## src/rtl/mastermind_pkg.sv

```systemverilog
// Shared types and defaults for the Mastermind round sequencer.
// Optional build macro MM_FREE_PLAY_EN is consumed by mm_credit_bank.
package mastermind_pkg;

    localparam int DEF_COST       = 4;
    localparam int DEF_MAX_ROUNDS = 8;
    localparam int DEF_MAX_GAMES  = 7;

    typedef enum logic [2:0] {
        IDLE,
        LOAD_MASTER,
        PLAY,
        GRADE_WAIT,
        OVER
    } state_t;

    typedef enum logic [1:0] {
        COIN_NONE     = 2'b00,
        COIN_CIRCLE   = 2'b01,
        COIN_TRIANGLE = 2'b10,
        COIN_PENTAGON = 2'b11
    } coin_t;

    function automatic logic [2:0] coin_zorkmids(input coin_t v);
        case (v)
            COIN_CIRCLE:   return 3'd1;
            COIN_TRIANGLE: return 3'd3;
            COIN_PENTAGON: return 3'd5;
            default:       return 3'd0;
        endcase
    endfunction

endpackage

```

## src/rtl/mm_credit_bank.sv

```systemverilog
// Coin credit accumulator and banked game counter.
// MM_FREE_PLAY_EN: coins ignored, count pinned at MAX_GAMES, starts always allowed.
module mm_credit_bank
    import mastermind_pkg::*;
#(
    parameter int COST      = DEF_COST,
    parameter int MAX_GAMES = DEF_MAX_GAMES
) (
    input  logic       clock,
    input  logic       reset_n,
    input  logic       coin,
    input  logic [1:0] coin_value,
    input  logic       consume,
    output logic [3:0] num_games,
    output logic       load_num_games,
    output logic       game_ready
);

`ifdef MM_FREE_PLAY_EN
    logic unused_inputs;

    assign unused_inputs  = ^{clock, reset_n, coin, coin_value, consume};
    assign num_games      = 4'(MAX_GAMES);
    assign load_num_games = 1'b0;
    assign game_ready     = 1'b1;
`else
    logic [3:0] credit_q;
    logic [3:0] credit_n;
    logic [3:0] games_coin;
    logic [3:0] games_n;
    logic [4:0] sum;
    logic [4:0] diff;

    // The coin is applied first so a same-cycle start sees the updated count.
    always_comb begin
        credit_n   = credit_q;
        games_coin = num_games;
        sum        = {1'b0, credit_q} + {2'b00, coin_zorkmids(coin_t'(coin_value))};
        diff       = sum - 5'(COST);
        if (coin) begin
            if (sum >= 5'(COST) && num_games < 4'(MAX_GAMES)) begin
                credit_n   = (diff > 5'd15) ? 4'd15 : diff[3:0];
                games_coin = num_games + 4'd1;
            end else begin
                credit_n = (sum > 5'd15) ? 4'd15 : sum[3:0];
            end
        end
        game_ready = (games_coin != 4'd0);
        games_n    = (consume && game_ready) ? games_coin - 4'd1 : games_coin;
    end

    always_ff @(posedge clock or negedge reset_n) begin
        if (!reset_n) begin
            credit_q       <= 4'd0;
            num_games      <= 4'd0;
            load_num_games <= 1'b0;
        end else begin
            credit_q       <= credit_n;
            num_games      <= games_n;
            load_num_games <= (games_n != num_games);
        end
    end
`endif

endmodule

```

## src/rtl/mastermind_round_sequencer.sv

```systemverilog
// Game-flow FSM: master pattern load, guess/grade rounds, win/lose end.
// Credit accounting lives in mm_credit_bank (MM_FREE_PLAY_EN applies there).
module mastermind_round_sequencer
    import mastermind_pkg::*;
#(
    parameter int COST       = DEF_COST,
    parameter int MAX_ROUNDS = DEF_MAX_ROUNDS,
    parameter int MAX_GAMES  = DEF_MAX_GAMES
) (
    input  logic       clock,
    input  logic       reset_n,
    input  logic       coinInserted,
    input  logic [1:0] coinValue,
    input  logic       startGame,
    input  logic       loadShapeNow,
    input  logic       gradeReq,
    input  logic [1:0] shapeLocation,
    input  logic       gradeDone,
    input  logic       gameWon,
    output logic [3:0] numGames,
    output logic       loadNumGames,
    output logic [3:0] roundNumber,
    output logic [3:0] masterEn,
    output logic       loadGuess,
    output logic       loadZnarlyZood,
    output logic       clearGame,
    output logic       gradeStart,
    output logic       gameActive,
    output logic       gameOver
);

    state_t     state_q, state_n;
    logic [3:0] round_n;
    logic [3:0] mask_q, mask_n;
    logic       game_ready;
    logic       consume;

    mm_credit_bank #(
        .COST      (COST),
        .MAX_GAMES (MAX_GAMES)
    ) u_bank (
        .clock          (clock),
        .reset_n        (reset_n),
        .coin           (coinInserted),
        .coin_value     (coinValue),
        .consume        (consume),
        .num_games      (numGames),
        .load_num_games (loadNumGames),
        .game_ready     (game_ready)
    );

    always_ff @(posedge clock or negedge reset_n) begin
        if (!reset_n) begin
            state_q     <= IDLE;
            roundNumber <= 4'd0;
            mask_q      <= 4'd0;
        end else begin
            state_q     <= state_n;
            roundNumber <= round_n;
            mask_q      <= mask_n;
        end
    end

    // Strobes are Mealy and qualified by reset_n so they drop the instant reset asserts.
    always_comb begin
        state_n        = state_q;
        round_n        = roundNumber;
        mask_n         = mask_q;
        masterEn       = 4'd0;
        loadGuess      = 1'b0;
        loadZnarlyZood = 1'b0;
        clearGame      = 1'b0;
        gradeStart     = 1'b0;
        consume        = 1'b0;
        if (reset_n) begin
            case (state_q)
                IDLE, OVER: begin
                    if (startGame && game_ready) begin
                        consume   = 1'b1;
                        clearGame = 1'b1;
                        mask_n    = 4'd0;
                        round_n   = 4'd0;
                        state_n   = LOAD_MASTER;
                    end
                end
                LOAD_MASTER: begin
                    if (loadShapeNow) begin
                        masterEn = 4'b0001 << shapeLocation;
                        mask_n   = mask_q | masterEn;
                    end
                    if (startGame && (&mask_q)) begin
                        round_n = 4'd1;
                        state_n = PLAY;
                    end
                end
                PLAY: begin
                    if (gradeReq) begin
                        loadGuess  = 1'b1;
                        gradeStart = 1'b1;
                        state_n    = GRADE_WAIT;
                    end
                end
                GRADE_WAIT: begin
                    if (gradeDone) begin
                        loadZnarlyZood = 1'b1;
                        if (gameWon || roundNumber == 4'(MAX_ROUNDS)) begin
                            state_n = OVER;
                        end else begin
                            round_n = roundNumber + 4'd1;
                            state_n = PLAY;
                        end
                    end
                end
                default: state_n = IDLE;
            endcase
        end
    end

    assign gameActive = (state_q == LOAD_MASTER) || (state_q == PLAY) || (state_q == GRADE_WAIT);
    assign gameOver   = (state_q == OVER);

endmodule

```

## config.mk

```make
export PLATFORM = sky130hd
export DESIGN_NAME = mastermind_round_sequencer
export DESIGN_NICKNAME = d
export VERILOG_FILES = /design/src/rtl/mastermind_pkg.sv /design/src/rtl/mm_credit_bank.sv /design/src/rtl/mastermind_round_sequencer.sv
export SDC_FILE = /design/constraint.sdc
export NUM_CORES = 1
export LEC_CHECK = 0
export ABC_AREA = 0
export CORE_UTILIZATION = 30
export DETAILED_ROUTE_END_ITERATION = 6
export SLEW_MARGIN = 0
export SYNTH_ARGS = -nofsm -noshare
export SYNTH_HDL_FRONTEND = slang
export SYNTH_SLANG_ARGS = --single-unit
```

## constraint.sdc

```tcl
create_clock -name clock -period 4.88 [get_ports clock]
set_clock_uncertainty 0.15 [all_clocks]
set_input_delay 0.976 -clock clock [delete_from_list [all_inputs] [get_ports clock]]
set_output_delay 0.976 -clock clock [all_outputs]
set_load 0.03 [all_outputs]
```

==> out/qor.yml <==
global_route:
  overflow: 0
  antenna_found_initial: 0
  grt_pass1_vias: 1357
  grt_pass1_wl_microns: 6400
  grt_use_total_pct: 15.2
  grt_max_degree: 17
synth:
  synthesis.instances: 183
  ys_types: 54
  ys_seq_area_share_pct: 31.5
  synthArstFlopShare_pct: 100
  syn_avg_cell_area_sq_um: 8.69
  syn-num-nets: 207
  ys_ff_latch: 20
  synth_top_area_share_pct: 31.5
  synthTopCellsByArea: "dfrtp_1, ha_1, nor2_1"
  synth_edf_count: 0
  synthFlopType: "dfrtp_1"
  synth_top_cell_by_area: "dfrtp_1"
  syn_area_sq_um: 1590
  ys_warn_count: 0
finish:
  nets: 252
  final_cells: 297
  layout-drive-gt1-share_pct: 17.2
  postLayoutCoreUtil_pct: 42.3
  area_delta_synth_final_pct: 35.9
  antenna_cells: 0
clocking:
  cts_htree_levels: 1
  clockBufferDepth: 2
  cts_tree: "yes"
  clock_sinks: 20
  cts_root_buf: "clkbuf_8"
  clkLatencyLatePin_ns: 0.27
  cts_inserted_buffers: 3
  cts_hold_buf: 0
  cts.reportedPaths.clkPinSlew_ns: 0.08
critical_path:
  worstPathArrival_ns: 3.61
  path_delay_family: "compound AO/OA/AOI/OAI gates"
  path_common_cell: "nand2_1"
  crit_slowest_cell: "or3_4"
  ff2ff_setup_slack_ns: 1.33
  cp.required_ns: 3.75
  crit_type: "input port to primary output"
  reg2reg_from: "u_bank.credit_q[2]"
  cp_max_fo: 3
  reg2reg_to: "u_bank.load_num_games"
  cp_slowest_stage_delay_ns: 0.40
  startpoint_type: "input port"
  cp_cell_sequence: "dlygate4sd2_1 -> or2_2 -> ha_2 -> a211o_1 -> a21o_1 -> nand2_1 -> ha_1 -> nand2_1 -> o21ai_2 -> a211oi_4 -> o211a_1 -> or3_4 -> inv_2 -> buf_6"
  rr_worst_depth: 16
  endpoint_kind: "primary output"
  crit_buf_inv: 3
floorplan:
  die_h_microns: 74.8
  die_w_microns: 74.8
  core_sq_um: 5110
  rows: 26
  start_util_pct: 31.1
  dieArea_sq_um: 5600
  io_pins: 31
power_and_ir_drop:
  power.density_nw_per_um2: 680
  leakagePower_nw: 0.970
  ir_worst_vdd_v: 0.000519
sta:
  tightestPinTransition_ns: 0.823
  fin_setup_tns_ns: 0
  max_freq_mhz: 211
  fin_crit_ns: 4.73
  relSlewSlack_pct: 44.5
  post-route-period-util_pct: 97.0
  setup_violations: 0
  finalHoldViolCount: 0
  drv_slew: 0
  fin_ws_ns: 0.148
  rsz0062_at_grt: "no"
routing:
  wl_microns: 3850
  drtIter0Drc: 68
  antenna_left: 0
  route.met3.wl_microns: 119
  avgViaCountPerCell: 4.96
  routed.top_layer: "met4"
  drt_pass1_iterations: 4
  num_vias: 1472
  wl_met2_microns: 1800
  wire_per_inst_microns: 13.0
  drc: 0
  met1_length_microns: 1880
placement:
  dp_slack_ns: -0.0761
  hpwl_microns: 2990
  gp_routability_congestion: 0.850
  io_buffers: 30
  placed_cells: 292
outcome:
  status: "finished clean"
min_path:
  hp-class: "register to register"
  min_from: "mask_q[2]"
  whs_endpoint: "mask_q[2]"
  holdPathStages: 1
flow_run:
  cap_violations: 0
final cells by class:
class / instances / area, sq um
Sequential cell: 20 / 500
Timing Repair Buffer: 47 / 427
Inverter: 17 / 63.8
Fill cell: 522 / 2950
Clock buffer: 3 / 41.3
Clock inverter: 1 / 30.0
Multi-Input combinational cell: 139 / 1010
Tap cell: 70 / 87.6
cells by family (layout without fill, tap and decap cells):
logic type,Yosys count,in the layout,share of synthesized area (%)
and+or+nand+nor,68,68,21.7
AOI/OAI and AO/OA,47,47,23.1
buffers and inverters,24,68,6.06
DFF,20,20,31.5
adders and majority gates,12,12,9.91
muxes,7,7,4.56
xor gates and xnor gates,5,5,3.23
worst max-delay path by stage:
stage	startpoint	to	slack [ns]	cells past startpoint
after floorplan	coinValue[1]	clearGame	0.28	13
after global placement	coinValue[1]	clearGame	-0.03	14
after detailed placement	coinValue[1]	clearGame	-0.08	14
after CTS	coinValue[1]	clearGame	0.13	14
after global routing	coinValue[1]	clearGame	0.01	14
final	coinValue[1]	clearGame	0.15	14
where the power goes:
group	switching, W	total, W	internal [W]
Clock	0.0000669	0.000177	0.000110
Sequential	0.000108	0.000343	0.000234
Combinational	0.000492	0.000950	0.000458
Total	0.000667	0.00147	0.000802
synthesized netlist by cell type, types with 2 or more instances:
library cell,number
a211oi_1,2
a21o_1,3
a21oi_1,6
a22o_1,2
a31o_2,2
a31oi_1,4
and2_1,2
and3_1,3
buf_2,2
clkbuf_1,3
dfrtp_1,20
ha_1,11
inv_1,15
inv_2,2
mux2_2,2
mux2i_1,5
nand2_1,14
nand2b_1,3
nand3_1,5
nor2_1,17
nor2b_1,2
nor3_1,7
nor3b_1,3
o21a_1,4
o21ai_0,3
o221ai_1,2
o311ai_0,3
o31ai_1,3
o41ai_1,3
or2_2,3
or3_1,2
xnor2_1,2
xor2_1,2
layout by cell type (no fill, tap or decap), drive strengths merged, types with 2 or more instances in the layout:
master / Yosys / routed
a211oi: 3 / 3
ha: 11 / 11
a31oi: 4 / 4
and2: 2 / 2
o221ai: 2 / 2
clkdlybuf4s50: 0 / 27
a22o: 2 / 2
clkbuf: 3 / 3
nor3: 7 / 7
xnor2: 3 / 3
a31o: 2 / 2
or2: 4 / 4
nor2: 18 / 18
nand2: 14 / 14
o41ai: 3 / 3
or3: 2 / 2
inv: 17 / 17
nand2b: 3 / 3
dlygate4sd2: 0 / 2
buf: 4 / 18
dfrtp: 20 / 20
nand3: 5 / 5
a21oi: 6 / 6
o31ai: 3 / 3
mux2i: 5 / 5
xor2: 2 / 2
o21a: 4 / 4
nor3b: 3 / 3
mux2: 2 / 2
nor2b: 2 / 2
o311ai: 3 / 3
o21ai: 4 / 4
a21o: 3 / 3
and3: 3 / 3
registers in the layout, summed over array words and instances, names as in the netlist:
name / cells
mask_q: 4
roundNumber: 4
state_q: 3
u_bank.credit_q: 4
u_bank.load_num_games: 1
u_bank.num_games: 4
per-stage QoR:
step / instance area, sq um / total power (W) / hold slack (ns)
finish: 2160 / 0.00147 / 0.350
global route: 2160 / 0.00160 / 0.363
CTS: 2160 / 0.00148 / 0.354
detailed placement: 2060 / 0.00129 / 0.334
global placement: 2060 / 0.00128 / 0.324
floorplan: 1590 / 0.000965 / 0.314
what timing repair did:
item	CTS	global route
buffers inserted	1	0
pin swaps	2	1
resized for setup	7	0
endpoints found under the setup margin	1	1
layer usage:
layer	up-vias	track usage, %
met1	693	20.8
met3	5	2.14
met5	-	0
li1	753	-
met4	0	5.66
met2	21	24.3
No activity file was read; power rests on OpenSTA's default activity.
